`config.mk`:
```
export PLATFORM = sky130hd
export DESIGN_NAME = rom_fetch_ctrl
export DESIGN_NICKNAME = d
export VERILOG_FILES = /design/src/rtl/elvm_cpu_pkg.sv /design/src/rtl/rom_fetch_ctrl.sv
export SDC_FILE = /design/constraint.sdc
export NUM_CORES = 1
export LEC_CHECK = 0
export CAP_MARGIN = 20
export CORE_MARGIN = 5
export CORE_UTILIZATION = 45
export CTS_CLUSTER_SIZE = 16
export DETAILED_ROUTE_END_ITERATION = 7
export PLACE_DENSITY_LB_ADDON = 0.08
export SYNTH_ARGS = -nofsm -noshare
export SYNTH_HDL_FRONTEND = slang
export SYNTH_SLANG_ARGS = --single-unit
```
`constraint.sdc`:
```
create_clock -name clk -period 4.2 [get_ports clk]
set_input_delay 0.63 -clock clk [delete_from_list [all_inputs] [get_ports clk]]
set_output_delay 0.63 -clock clk [all_outputs]
set_load 0.01 [all_outputs]
```
`src/rtl/elvm_cpu_pkg.sv`:
```
// Shared definitions for the ELVM-style CPU: instruction field positions,
// opcode values and the instruction-fetch state encoding.
package elvm_cpu_pkg;

    localparam int unsigned INSTR_BITS = 42;

    // Instruction word layout
    localparam int unsigned IMM_BIT   = 41;
    localparam int unsigned OPC_MSB   = 40;
    localparam int unsigned OPC_LSB   = 36;
    localparam int unsigned OPA_MSB   = 35;
    localparam int unsigned OPA_LSB   = 28;
    localparam int unsigned SRC_MSB   = 27;
    localparam int unsigned SRC_LSB   = 25;
    localparam int unsigned SPARE_BIT = 24;
    localparam int unsigned IMMV_MSB  = 23;
    localparam int unsigned IMMV_LSB  = 0;

    localparam int unsigned OPC_W = OPC_MSB - OPC_LSB + 1;

    localparam logic [OPC_W-1:0] OP_ADD   = 5'b00001;
    localparam logic [OPC_W-1:0] OP_LOAD  = 5'b00011;
    localparam logic [OPC_W-1:0] OP_STORE = 5'b00100;
    localparam logic [OPC_W-1:0] OP_OUTS  = 5'b00101;
    localparam logic [OPC_W-1:0] OP_EXIT  = 5'b11111;

    typedef enum logic [1:0] {
        IDLE   = 2'd0,
        FETCH  = 2'd1,
        HALTED = 2'd2
    } fetch_state_e;

    function automatic logic [OPC_W-1:0] opcode_of(input logic [INSTR_BITS-1:0] word);
        return word[OPC_MSB:OPC_LSB];
    endfunction

endpackage

```
`src/rtl/rom_fetch_ctrl.sv`:
```
// Instruction-fetch sequencer: owns the PC, reads the combinational program ROM
// and presents each word to decode through a one-entry valid/ready buffer.
module rom_fetch_ctrl
    import elvm_cpu_pkg::*;
#(
    parameter int unsigned       ADDR_W   = 8,
    parameter int unsigned       INSTR_W  = 42,
    parameter logic [ADDR_W-1:0] RESET_PC = 8'h00,
    parameter logic [4:0]        HALT_OP  = 5'b11111
) (
    input  logic               clk,
    input  logic               rst,
    input  logic               start,
    output logic [ADDR_W-1:0]  rom_addr,
    input  logic [INSTR_W-1:0] rom_dout,
    output logic [INSTR_W-1:0] instr,
    output logic [ADDR_W-1:0]  instr_pc,
    output logic               instr_valid,
    input  logic               instr_ready,
    input  logic               redirect_valid,
    input  logic [ADDR_W-1:0]  redirect_addr,
    output logic               running,
    output logic               halted,
    output logic [15:0]        fetch_count
);

    fetch_state_e       state_q, state_d;
    logic [ADDR_W-1:0]  pc_q, pc_d;
    logic [INSTR_W-1:0] instr_q, instr_d;
    logic [ADDR_W-1:0]  instr_pc_q, instr_pc_d;
    logic               instr_valid_q, instr_valid_d;
    logic [15:0]        fetch_count_q, fetch_count_d;

    logic               load;
    logic               is_halt;

    assign is_halt = (rom_dout[OPC_MSB:OPC_LSB] == HALT_OP);

    always_comb begin
        state_d       = state_q;
        pc_d          = pc_q;
        instr_d       = instr_q;
        instr_pc_d    = instr_pc_q;
        instr_valid_d = instr_valid_q;
        fetch_count_d = fetch_count_q;
        load          = 1'b0;

        case (state_q)
            IDLE: begin
                if (start) begin
                    state_d = FETCH;
                    pc_d    = RESET_PC;
                end
            end

            FETCH: begin
                load = (!instr_valid_q || instr_ready) && !redirect_valid;
                // Redirect voids any handshake or load in the same cycle
                if (redirect_valid) begin
                    instr_valid_d = 1'b0;
                    pc_d          = redirect_addr;
                end else if (load) begin
                    instr_d       = rom_dout;
                    instr_pc_d    = pc_q;
                    instr_valid_d = 1'b1;
                    if (fetch_count_q != '1) begin
                        fetch_count_d = fetch_count_q + 16'd1;
                    end
                    if (is_halt) begin
                        state_d = HALTED;
                    end else begin
                        pc_d = pc_q + ADDR_W'(1);
                    end
                end else if (instr_valid_q && instr_ready) begin
                    instr_valid_d = 1'b0;
                end
            end

            HALTED: begin
                if (instr_valid_q && instr_ready) begin
                    instr_valid_d = 1'b0;
                end
            end

            default: begin
                state_d = IDLE;
            end
        endcase
    end

    always_ff @(posedge clk) begin
        if (rst) begin
            state_q       <= IDLE;
            pc_q          <= RESET_PC;
            instr_q       <= '0;
            instr_pc_q    <= '0;
            instr_valid_q <= 1'b0;
            fetch_count_q <= '0;
        end else begin
            state_q       <= state_d;
            pc_q          <= pc_d;
            instr_q       <= instr_d;
            instr_pc_q    <= instr_pc_d;
            instr_valid_q <= instr_valid_d;
            fetch_count_q <= fetch_count_d;
        end
    end

    assign rom_addr    = pc_q;
    assign instr       = instr_q;
    assign instr_pc    = instr_pc_q;
    assign instr_valid = instr_valid_q;
    assign fetch_count = fetch_count_q;
    assign running     = (state_q == FETCH);
    assign halted      = (state_q == HALTED);

endmodule

```
==> results.md, run 1 <==
- The flow ran to the end, and the final reports show no timing, DRC or antenna violations.
- The worst relative slew slack is 27.3%.
- The detailed-routing iteration count for the pre-antenna-repair pass is 5.
- In this run the deepest clock path goes through 2 buffers.
- Sequential cells were found to cover approximately 45% of the synthesized design area.
- The Yosys step of the flow raised 0 warnings.
- The cell area that synthesis handed to floorplanning was between 0.003 and 0.004 sq mm.
- The clock reaches the later pin of the worst-skew pair after 0.35 ns.
- The largest delay contributor family on the critical path is simple AND/OR/NAND/NOR gates.
- For this block, the initial DRC count from the detailed router was 174.
- The type of destination of the critical path is a register.
- Global routing consumed, over all layers together, 20.8% of the routing resources.
- Buffers inserted to repair hold after CTS numbered 0.
- The worst path meets setup with roughly 1.3 ns of slack.
- Setup repair after global routing left no endpoint under its margin.
- Setup violations remaining at the end of the flow were counted as 0.
- The top achievable clock speed is 344 MHz.
- The core region is roughly 0.0073 sq mm.
- Along the worst path, the maximum fanout reaches 16.
- The total number of H-tree levels is 3.
- Of the cells placed in the final design, the portion with a size suffix greater than 1 is roughly 5.6%.
- The count of endpoints failing hold in the final timing report is 0.
- The floorplan has 31 rows.
- The number of nets in the layout is 608.
- The repair_antennas step left the layout with diodes totalling 0.
- The port buffer count is roughly 130.
- The slowest stage cell on the critical path is clkdlybuf4s50_1.
- Counting the buffers created by CTS gives 9.
- The number of global-route vias before repair is 3308.
- Across the routed clock network, the largest skew measured is 0.0107 ns.
- Entering global routing, the biggest net connects 63 pins.
- STA classifies the critical path startpoint as a primary input.
- For the worst setup path, the data arrival time is 3.16 ns.
- The weighted congestion at the end of routability-driven global placement is 0.916.
- The detailed-route vias per instance is 5.33.
- Data on the critical path is required at its endpoint by 4.45 ns.
- The worst hold path belongs to the class reg2reg.
- For the finished layout, the period the worst path requires is 2.91 ns.
- The average routed wire per standard cell is 15.4 microns.
- Once the floorplan was initialized, standard cells occupied a little under half of the core.
- The largest single stage delay on the critical path is 0.68 ns.
- The total overflow left after global routing is 0.
- Counting flops and latches in the post-synthesis netlist gives 77.
- Post-CTS timing repair inserted 0 buffers for setup.
- The dominant synthesized flop cell is dfxtp_1.
- The tool flagged a number of max-cap violations equal to 0.
- The via total after detailed routing is 3467.
- 132 I/O pins were placed.
- Adding up every negative setup slack in the final design gives 0 ns.
- In this run, post-CTS repair resized a total of 0 instances.
- The number of nets handed over by synthesis was between 400 and 500.
- The width of the die is between 90 and 100 microns.
- The number of pins exceeding their max-slew limit in the final report came to 0.
- The number of nets with antenna violations after routing is 0.
- In this run the mean area of a mapped cell was 7.98 sq um.
- For this design, the sink count on the clock tree is 77.
- For this run, asynchronously set or reset flops after synthesis account for 0%.
- The share of the cycle needed by the critical path after routing is between 60 and 70%.
- Synthesis produced a netlist whose cell count is 429.
- The first global-routing pass estimated ~16000 microns of wire.
- The number of synthesized flops with an enable pin is 0.
- The worst-case IR drop observed on VDD is 0.000232 V.
- In this run the static leakage power is 0.00169 uW.
- Wires add up to 10000 microns.
- The die covers 0.00945 sq mm.
- At the pin with the least slew margin, the transition time is around 1.1 ns.
- The die boundary height is 97.2 microns.
- Walking the worst path, the cells encountered are clkdlybuf4s50_1, nand2b_1, or4_1, nor4_1, mux2_2.
- The cell at the root of the clock tree is clkbuf_8.
- The area overhead of the layout relative to synthesis is 46.0%.
- The count of buffer and inverter cells on the critical path is 1.
- Summing internal, switching and leakage power gives a little over 2000 uW.
- The number of antenna violations at the first check in global routing is 0.
- Yosys mapped the design onto 46 distinct sky130hd cell types.
- The number of DRC violations after detailed routing is 0.
- The class of the most critical setup path is in2reg.
- The clock tree from TritonCTS is yes.
- The clock slew seen by the registers of the worst setup and hold paths is 0.09 ns.
- The ratio of total power to cell area is 403 mW/mm^2.
- Summed over all nets, the half-perimeter wirelength after detailed placement is roughly 7000 microns.
- Prior to clock tree synthesis, the placed netlist has a worst setup slack of about 0.9 ns.
[Yosys cell counts, types with 2 or more instances]
cell / number / area (sq um)
mux2i_1: 3 / 30.0
nor2b_1: 10 / 62.6
and3_1: 4 / 25.0
nor4_1: 6 / 37.5
inv_1: 6 / 22.5
nand4_1: 8 / 50.1
o21ai_0: 7 / 35.0
o211a_1: 2 / 20.0
or4_1: 2 / 15.0
buf_2: 2 / 10.0
nor4b_1: 3 / 26.3
a31oi_1: 8 / 50.1
nand3_1: 13 / 65.1
o211ai_1: 2 / 15.0
nand2b_1: 11 / 68.8
nor3_1: 12 / 60.1
and4_1: 3 / 26.3
o21bai_1: 2 / 15.0
ha_1: 6 / 75.1
mux2_2: 6 / 67.6
xnor2_1: 3 / 26.3
a211oi_1: 2 / 15.0
nor2_1: 13 / 48.8
nand2_1: 109 / 409
a21oi_1: 63 / 315
o31ai_1: 2 / 15.0
dfxtp_1: 77 / 1540
a311oi_1: 4 / 35.0
clkbuf_1: 23 / 86.3
[per-layer routing]
| layer | GRT usage (%) | vias to the layer above | routed length, microns |
|---|---|---|---|
| li1 | - | 1742 | - |
| met1 | 25.5 | 1567 | 4340 |
| met2 | 33.7 | 137 | 4720 |
| met3 | 5.96 | 21 | 690 |
| met4 | 9.80 | 0 | 267 |
| met5 | 0 | - | 0 |
[through the flow]
stage | cell area, sq um | std cells | hold WS (ns) | util (%)
after floorplan | 3420 | 429 | 0.470 | -
after global placement | 4770 | 635 | 0.440 | 65.1
after detailed placement | 4770 | 635 | 0.446 | 65.1
after CTS | 5000 | 651 | 0.458 | 68.2
after global routing | 5000 | 651 | 0.474 | 68.2
final | 5000 | 651 | 0.455 | 68.2
[sequential cells by signal (all words and copies together) (netlist names)]
register and count:
fetch_count 16, instr 42, instr_pc 8, instr_valid 1
rom_addr 8, state_q 2
[cell usage in the layout (no fill, tap or decap), types with 2 or more instances in the layout]
cell type / netlist / layout
ha_1: 6 / 6
a21oi_1: 63 / 63
mux2_2: 6 / 6
and4_1: 3 / 3
nand2_1: 109 / 108
dfxtp_1: 77 / 77
clkdlybuf4s50_1: 0 / 130
nor2_1: 13 / 12
nor3_1: 12 / 12
buf_4: 0 / 3
o21ai_0: 7 / 7
o211ai_1: 2 / 2
nor2b_1: 10 / 10
o31ai_1: 2 / 2
nand4_1: 8 / 8
nand2b_1: 11 / 11
nand3_1: 13 / 13
o211a_1: 2 / 2
mux2i_1: 3 / 3
a211oi_1: 2 / 2
a311oi_1: 4 / 4
bufinv_16: 0 / 2
nor4_1: 6 / 6
xnor2_1: 3 / 3
inv_1: 6 / 6
and3_1: 4 / 4
o21bai_1: 2 / 2
nor4b_1: 3 / 3
clkinv_4: 0 / 2
or4_1: 2 / 2
clkbuf_8: 0 / 9
a31oi_1: 8 / 8
[worst min-delay path: cells and delay by family (launching register included)]
kind	cells	cell delay, ns
compound gates	1	0.05
flops	1	0.31
simple gates	1	0.05
[final cells by class]
class	instances	area [sq um]
Inverter	6	22.5
Sequential cell	77	1540
Clock buffer	10	128
Tap cell	99	124
Timing Repair Buffer	134	1330
Fill cell	618	2330
Clock inverter	6	96.3
Multi-Input combinational cell	319	1760
[logic make-up after synthesis]
| group | after synthesis | synth area share, % |
|---|---|---|
| compound gates | 101 | 17.3 |
| fa+ha+maj | 6 | 2.19 |
| xor+xnor | 3 | 0.768 |
| mux | 9 | 2.85 |
| simple gates | 200 | 28.0 |
| flops | 77 | 45.0 |
| buf+inv | 33 | 3.91 |
[worst paths after layout]
path	startpoint	endpoint	slack [ns]	cells past startpoint
max reg2reg	state_q[1]	fetch_count[13]	1.57	6
max	redirect_valid	fetch_count[13]	1.29	5
min reg2reg	instr_pc[6]	instr_pc[6]	0.46	2
min	instr_pc[6]	instr_pc[6]	0.46	2
[where the power goes]
| part | switching [uW] | leakage, uW | internal [uW] | total, uW |
|---|---|---|---|---|
| sequential | 54.9 | 0.000624 | 798 | 853 |
| combinational | 273 | 0.000959 | 256 | 529 |
| clock | 291 | 0.000109 | 341 | 632 |
Power figures use the tool's default switching activity.
==> inputs of run 2 (changes only) <==
--- a/config.mk
+++ b/config.mk
@@ -7,7 +7,7 @@
 export LEC_CHECK = 0
 export CAP_MARGIN = 20
 export CORE_MARGIN = 5
-export CORE_UTILIZATION = 45
+export CORE_UTILIZATION = 44
 export CTS_CLUSTER_SIZE = 16
 export DETAILED_ROUTE_END_ITERATION = 7
 export PLACE_DENSITY_LB_ADDON = 0.08
==> constraint.sdc (replaced) <==
create_clock -name clk -period 2.9 [get_ports clk]
set_input_delay 0.435 -clock clk [delete_from_list [all_inputs] [get_ports clk]]
set_output_delay 0.435 -clock clk [all_outputs]
set_load 0.01 [all_outputs]
==> run 2 against run 1 <==
Net effect: power rose by 38%; routed wire length about the same; sequential power rose by 45%; hold slack improved by 0.0011 ns; combinational power increased by 48%; first-iteration DRC count increased by 23%; sequential share of layout area is 0.069 points lower; die area up 2.0%; cell count is 1.2% higher; clock skew about the same; utilization down 2.7 points; critical endpoint unchanged; largest power group unchanged.
==> results.md, run 2 (synthesis gave the netlist of run 1 again) <==
- The run finished with clean final reports.
- The die area came to 0.00964 sq mm (+2.0%).
- The number of buffers inserted for hold repair after clock tree synthesis is 0 (unchanged).
- The post-CTS setup buffer count is 0 (unchanged).
- The number of failing setup endpoints in the final timing report was 0 (unchanged).
- The area of all placed cells without fillers is 0.00501 sq mm (+0.23%).
- The count of cell instances traversed by the critical path is 6 (+1).
- The site row count is 32 (+3.2%).
- The slowest stage cell on the critical path is or4_1.
- The library cell used most frequently in the layout, excluding fill and tap cells, is clkdlybuf4s50_1.
- The leakage power summed over all cells came to 0.00170 uW (+0.43%).
- Leaving out fill and tap cells, the most frequent cells in the layout are clkdlybuf4s50_1 (130), nand2_1 (108), dfxtp_1 (77), a21oi_1 (63), nand3_1 (13).
- The final period demand of the worst path is 2.39 ns.
- The share of layout cells above drive strength 1 is 6.64% (+1.0 points).
- TritonCTS built the clock tree.
- The TritonCTS sink count is 77 (unchanged).
- The number of nets in the layout is 613 (+0.82%).
- The largest net degree at the start of global routing came to 45 (-29%).
- The total number of H-tree levels was 3 (unchanged).
- The weighted congestion at the end of routability-driven global placement is 0.937 (+2.3%).
- The maximum ir drop on the vdd rail is 0.000376 V (+62%).
- The width of the die was 98.2 microns (+1.0%).
- The clock slew seen by the registers of the worst setup and hold paths came to 0.09 ns (about the same).
- The instance count along the most critical hold path is 2 (unchanged).
- The area overhead of the layout relative to synthesis is 46.3%.
- The ratio of total power to cell area was 554 mW/mm^2 (+37%).
- The area of the core is 0.00765 sq mm (+4.3%).
- The worst relative slew slack is 64.2% (+37 points).
- The number of flip-flops in the largest register is 42 (unchanged).
- The startpoint type of the worst setup path is a register.
- The endpoint of the lowest-slack register-to-register path is fetch_count[13].
- The number of antenna violations at the first check in global routing is 0 (unchanged).
- The critical path in this run is classified as reg2reg.
- Setup repair after global routing left no endpoint under its margin.
- The detailed-routing iteration count for the pre-antenna-repair pass is 5 (unchanged).
- The transition time at the pin with the least slew margin is 0.535 ns (-0.555 ns).
- The signal arrival time at the worst endpoint is 2.63 ns (-0.53 ns).
- The worst hold path begins at instr_pc[7].
- Walking the worst path, the cells encountered are inv_1, ha_1, nand2b_1, or4_1, nor4_1, mux2_2.
- Derived from the worst setup path, the maximum achievable clock frequency is 418 MHz.
- The number of violations of the max-capacitance limit is 0 (unchanged).
- The count of endpoints failing hold in the final timing report is 0 (unchanged).
- The clock latency on the worst-skew pair is 0.35 ns (about the same).
- The total negative slack for setup checks is 0 ns (unchanged).
- The placed cell area is 0.00483 sq mm (+1.1%).
- The data required time of the critical path is 3.14 ns (-1.31 ns).
- The maximum fanout along the worst path was 12 (-4).
- The total wire length after detailed routing came to 10000 microns (about the same).
- The maximum number of buffers from clock root to sink is 2 (unchanged).
- The number of nets with antenna violations after routing is 0 (unchanged).
- The register-to-register path setup slack is 0.51 ns (-1.06 ns).
- The I/O pin total is 132 (unchanged).
- The delay of the slowest critical-path stage is 0.57 ns (-0.11 ns).
- The worst setup slack after placement came to 0.441 ns (-0.487 ns).
- The number of pins exceeding their max-slew limit in the final report is 0 (unchanged).
- The number of antenna repair diodes was 0 (unchanged).
- The detailed placer's ending HPWL was 7270 microns (+5.1%).
- STA classifies the critical path endpoint as a register.
- The final global-route overflow total is 0 (unchanged).
- The largest delay contributor family on the critical path is simple AND/OR/NAND/NOR gates.
- The worst setup slack after layout is 0.507 ns (-0.785 ns).
- The share of the cycle needed by the critical path after routing is 82.5%.
- The average routed wire per standard cell is 15.2 microns (-1.1%).
- The count of cells resized by post-cts repair is 0 (unchanged).
- The via total after detailed routing is 3493 (+0.75%).
- The type of the tightest min-delay check is reg2reg.
- The startpoint of the most critical register-to-register path is state_q[1].
- The detailed-route vias per instance came to 5.30 (-0.47%).
- The cell depth of the worst flop-to-flop path came to 6 (unchanged).
- The end point of the most critical hold path is instr_pc[7].
- The global-route wire length before repair is 16200 microns (+0.30%).
- The worst hold slack is 0.456 ns (+0.00106 ns).
- The number of clock buffers inserted by TritonCTS is 9 (unchanged).
- The final worst clock skew was 0.0104 ns (-0.000313 ns).
- The number of global-route vias before repair is 3303 (-0.15%).
- The port buffer count was 131 (unchanged).
- In this run the clock root is driven by a clkbuf_8.
- The initial detailed-routing violation count came to 214 (+23%).
- The total routing usage reported by global routing was 20.4% (-0.42 points).
- The die boundary height is 98.2 microns (+1.0%).
- The number of DRC violations after detailed routing is 0 (unchanged).
- The initial standard-cell utilization of the core came to 44.8% (-1.9 points).
- The count of buffer and inverter cells on the critical path is 1 (unchanged).
## run 2: changes by cell type in the layout (fill, tap and decap cells not counted), sizes merged
cell / delta
inv: +2
bufinv: -2
buf: +5
clkinvlp: +1
clkbuf: -1
## run 2: tightest hold or removal path, stage by stage, from the launching register on
cell     delay, ns
dfxtp_1       0.31
nand2_1       0.05
a21oi_1       0.05
## run 2: metrics by stage
stage	util [%]	total power [uW]	cells
final	65.5	2770	659
after global routing	65.5	2930	659
after CTS	65.5	2800	659
after detailed placement	63.1	2050	643
after global placement	63.1	2030	643
after floorplan	-	1660	429
## run 2: routing by layer
layer  global-route usage [%]  part of all wire [%]
met5                        0                     0
met4                     6.72                   1.4
met3                     5.57                   7.6
met2                     33.2                    48
met1                     26.2                    43
## run 2: layout make-up
type	instances	area (sq um)
Tap cell	102	128
Fill cell	656	2640
Inverter	6	22.5
Multi-Input combinational cell	319	1760
Clock buffer	9	124
Sequential cell	77	1540
Timing Repair Buffer	139	1380
Clock inverter	7	57.6
## run 2: where the power goes
part	switching, uW	total [uW]	internal, uW
Combinational	394	782	387
Sequential	81.9	1240	1160
Clock	432	755	323
## run 2: how the worst max path moves through the flow
stage / start / end / slack [ns]
floorplan: state_q[1] / fetch_count[7] / 0.89
global placement: redirect_valid / fetch_count[13] / 0.46
detailed placement: redirect_valid / fetch_count[13] / 0.44
CTS: state_q[1] / fetch_count[13] / 0.51
global route: state_q[1] / fetch_count[13] / 0.37
finish: state_q[1] / fetch_count[13] / 0.51
==> inputs of run 3 (changes only) <==
--- a/config.mk
+++ b/config.mk
@@ -7,7 +7,7 @@
 export LEC_CHECK = 0
 export CAP_MARGIN = 20
 export CORE_MARGIN = 5
-export CORE_UTILIZATION = 44
+export CORE_UTILIZATION = 40
 export CTS_CLUSTER_SIZE = 16
 export DETAILED_ROUTE_END_ITERATION = 7
 export PLACE_DENSITY_LB_ADDON = 0.08
==> constraint.sdc (replaced) <==
create_clock -name clk -period 2.09 [get_ports clk]
set_input_delay 0.3135 -clock clk [delete_from_list [all_inputs] [get_ports clk]]
set_output_delay 0.3135 -clock clk [all_outputs]
set_load 0.01 [all_outputs]
==> run 3 against run 2 <==
Net effect: clock skew down 0.0016 ns; via count up 2.1%; clock-buffer cell count up 1; routed wire length up 1.8%; clock power up 68%; critical path depth up 1; non-clock buffer count up 20; sequential power up 38%; utilization down 2.0 points; hold slack worse by 0.079 ns; cell count up 3.5%; final area up 4.6%; largest power group unchanged.
==> results.md, run 3 (synthesis gave the netlist of run 1 again) <==
- The share of the cycle needed by the critical path after routing was 93.9% (+11 points).
- The top achievable clock speed was 510 MHz (+22%).
- The root buffer cell chosen for the clock tree is clkbuf_8.
- The share of layout cells above drive strength 1 is 10.9% (+4.3 points).
- The worst setup slack after placement was -0.127 ns (-0.567 ns).
- Compared with the post-synthesis result, the final layout area differs by 53.1%.
- The site row count is 33 (+3.1%).
- The transition time at the pin with the least slew margin is 0.527 ns (-0.00806 ns).
- The initial detailed-routing violation count came to 176 (-18%).
- The TritonCTS sink count is 77 (unchanged).
- The number of flip-flops in the largest register is 42 (unchanged).
- The detailed placer's ending HPWL was 7440 microns (+2.4%).
- The global-route wire length before repair is 16200 microns (+0.17%).
- The clock latency on the worst-skew pair is 0.34 ns (about the same).
- The worst hold path belongs to the class in2reg.
- The area of the core is 0.00826 sq mm (+8.0%).
- The I/O pin total came to 132 (unchanged).
- The end-of-flow core utilization came to 63.5% (-2.0 points).
- The clock slew seen by the registers of the worst setup and hold paths was 0.09 ns (about the same).
- The number of nets in the layout was 633 (+3.3%).
- The commonest non-fill, non-tap cell in the layout is clkdlybuf4s50_1.
- The initial standard-cell utilization of the core came to 41.5% (-3.3 points).
- The number of DRC violations after detailed routing is 0 (unchanged).
- The final period demand of the worst path is 1.96 ns (-0.431 ns).
- The weighted congestion at the end of routability-driven global placement came to 0.880 (-6.1%).
- The average routed wire per standard cell was 15.0 microns (-1.7%).
- The number of violations of the max-capacitance limit was 0 (unchanged).
- The number of clock buffers inserted by TritonCTS is 9 (unchanged).
- The port buffer count was 131 (unchanged).
- The die boundary height is 103 microns (+4.4%).
- The cell depth of the worst flop-to-flop path is 7 (+1).
- The detailed-route vias per instance is 5.23 (-1.3%).
- The final global-route overflow total is 0 (unchanged).
- The clock tree from TritonCTS is yes.
- The worst relative slew slack came to 64.5% (+0.35 points).
- The class of the most critical setup path is reg2reg.
- The startpoint of the most critical register-to-register path is state_q[1].
- The instance count after placement with tap cells included came to 665 (+3.4%).
- The number of antenna repair diodes was 0 (unchanged).
- The worst hold slack is 0.377 ns (-0.0791 ns).
- The first element of the critical path is state_q[1].
- The instance count along the most critical hold path came to 2 (unchanged).
- The number of failing setup endpoints in the final timing report is 0 (unchanged).
- The total number of H-tree levels is 3 (unchanged).
- The data required time of the critical path is 2.37 ns (-0.77 ns).
- The worst setup slack after layout is 0.128 ns (-0.379 ns).
- The total wire length after detailed routing is 10200 microns (+1.8%).
- The register-to-register path setup slack came to 0.13 ns (-0.38 ns).
- The largest net degree at the start of global routing is 51 (+13%).
- The via total after detailed routing is 3567 (+2.1%).
- The maximum ir drop on the vdd rail is 0.000484 V (+29%).
- The maximum fanout along the worst path is 3 (-9).
- The number of buffers inserted for hold repair after clock tree synthesis is 0 (unchanged).
- The ratio of total power to cell area is 789 mW/mm^2 (+42%).
- The number of global-route vias before repair was 3327 (+0.73%).
- The count of endpoints failing hold in the final timing report came to 0 (unchanged).
- The worst setup path is captured at a register.
- The startpoint type of the worst setup path is a register.
- The total routing usage reported by global routing is 19.2% (-1.2 points).
- The number of cells in the finished layout apart from fillers came to 682 (+3.5%).
- The number of pins exceeding their max-slew limit in the final report is 0 (unchanged).
- The endpoint of the lowest-slack register-to-register path is fetch_count[11].
- The most critical setup path has its endpoint at fetch_count[11].
- The detailed-routing iteration count for the pre-antenna-repair pass is 6 (+1).
- In the layout the commonest cells are clkdlybuf4s50_1 (130), nand2_1 (108), dfxtp_1 (76), a21oi_1 (62), buf_4 (27).
- The overall power after layout is 4130 uW (+49%).
- The width of the die is 103 microns (+4.4%).
- The number of nets with antenna violations after routing is 0 (unchanged).
- The die area is 0.0105 sq mm (+9.0%).
- The final worst clock skew is 0.00880 ns (-0.00162 ns).
- The signal arrival time at the worst endpoint is 2.25 ns (-0.38 ns).
- The maximum number of buffers from clock root to sink is 2 (unchanged).
- The leakage power summed over all cells is 0.00182 uW (+7.3%).
- The number of antenna violations at the first check in global routing is 0 (unchanged).
- The run finished with clean final reports.
-- run 3: cell count changes in the layout (fill, tap and decap cells not counted), sizes merged --
cell | previous run | this run
buf | 9 | 29
clkbuf | 9 | 10
bufinv | 0 | 2
inv | 9 | 7
clkinvlp | 2 | 1
-- run 3: cell type report --
class / count / area, sq um
clock inverter: 6 / 96.3
timing repair buffer: 159 / 1530
tap: 105 / 131
inverter: 6 / 22.5
clock buffer: 10 / 128
multi-input combinational: 319 / 1790
fill: 766 / 3020
sequential: 77 / 1540
-- run 3: power by group --
part | switching (uW) | leakage [uW] | total (uW) | internal, uW
registers | 106 | 0.000625 | 1710 | 1610
logic | 563 | 0.00109 | 1150 | 591
clock network | 583 | 0.000109 | 1270 | 686
-- run 3: metrics by stage --
step                      instance area, sq um  setup TNS [ns]
after floorplan                           3420               0
after global placement                    4970          -0.205
after detailed placement                  4970          -0.457
after CTS                                 5200               0
after global routing                      5240        -0.00902
final                                     5240               0
-- run 3: routing by layer --
metal | GRT usage [%] | vias up | routed length (microns)
met2 | 30.3 | 108 | 4840
met3 | 4.26 | 12 | 690
met4 | 6.46 | 0 | 162
met1 | 26.1 | 1657 | 4520
met5 | 0 | - | 0
li1 | - | 1790 | -
-- run 3: worst min path at each step --
stage / to / from
final: instr_valid / rst
after global routing: instr_valid / rst
after CTS: instr_valid / rst
after detailed placement: instr[29] / instr[29]
after global placement: instr[2] / instr[2]
after floorplan: instr[0] / rom_dout[0]
-- run 3: timing repair --
item,CTS,global route
gates resized for setup,0,10
endpoints found under the setup margin,0,28
setup buffers,0,1
-- run 3: worst max-delay path, cell delays in order (launching register included) --
cell	delay (ns)
dfxtp_1	0.34
inv_2	0.10
ha_4	0.14
nand2b_1	0.10
buf_4	0.15
or4_4	0.50
or4_1	0.43
a21oi_2	0.14
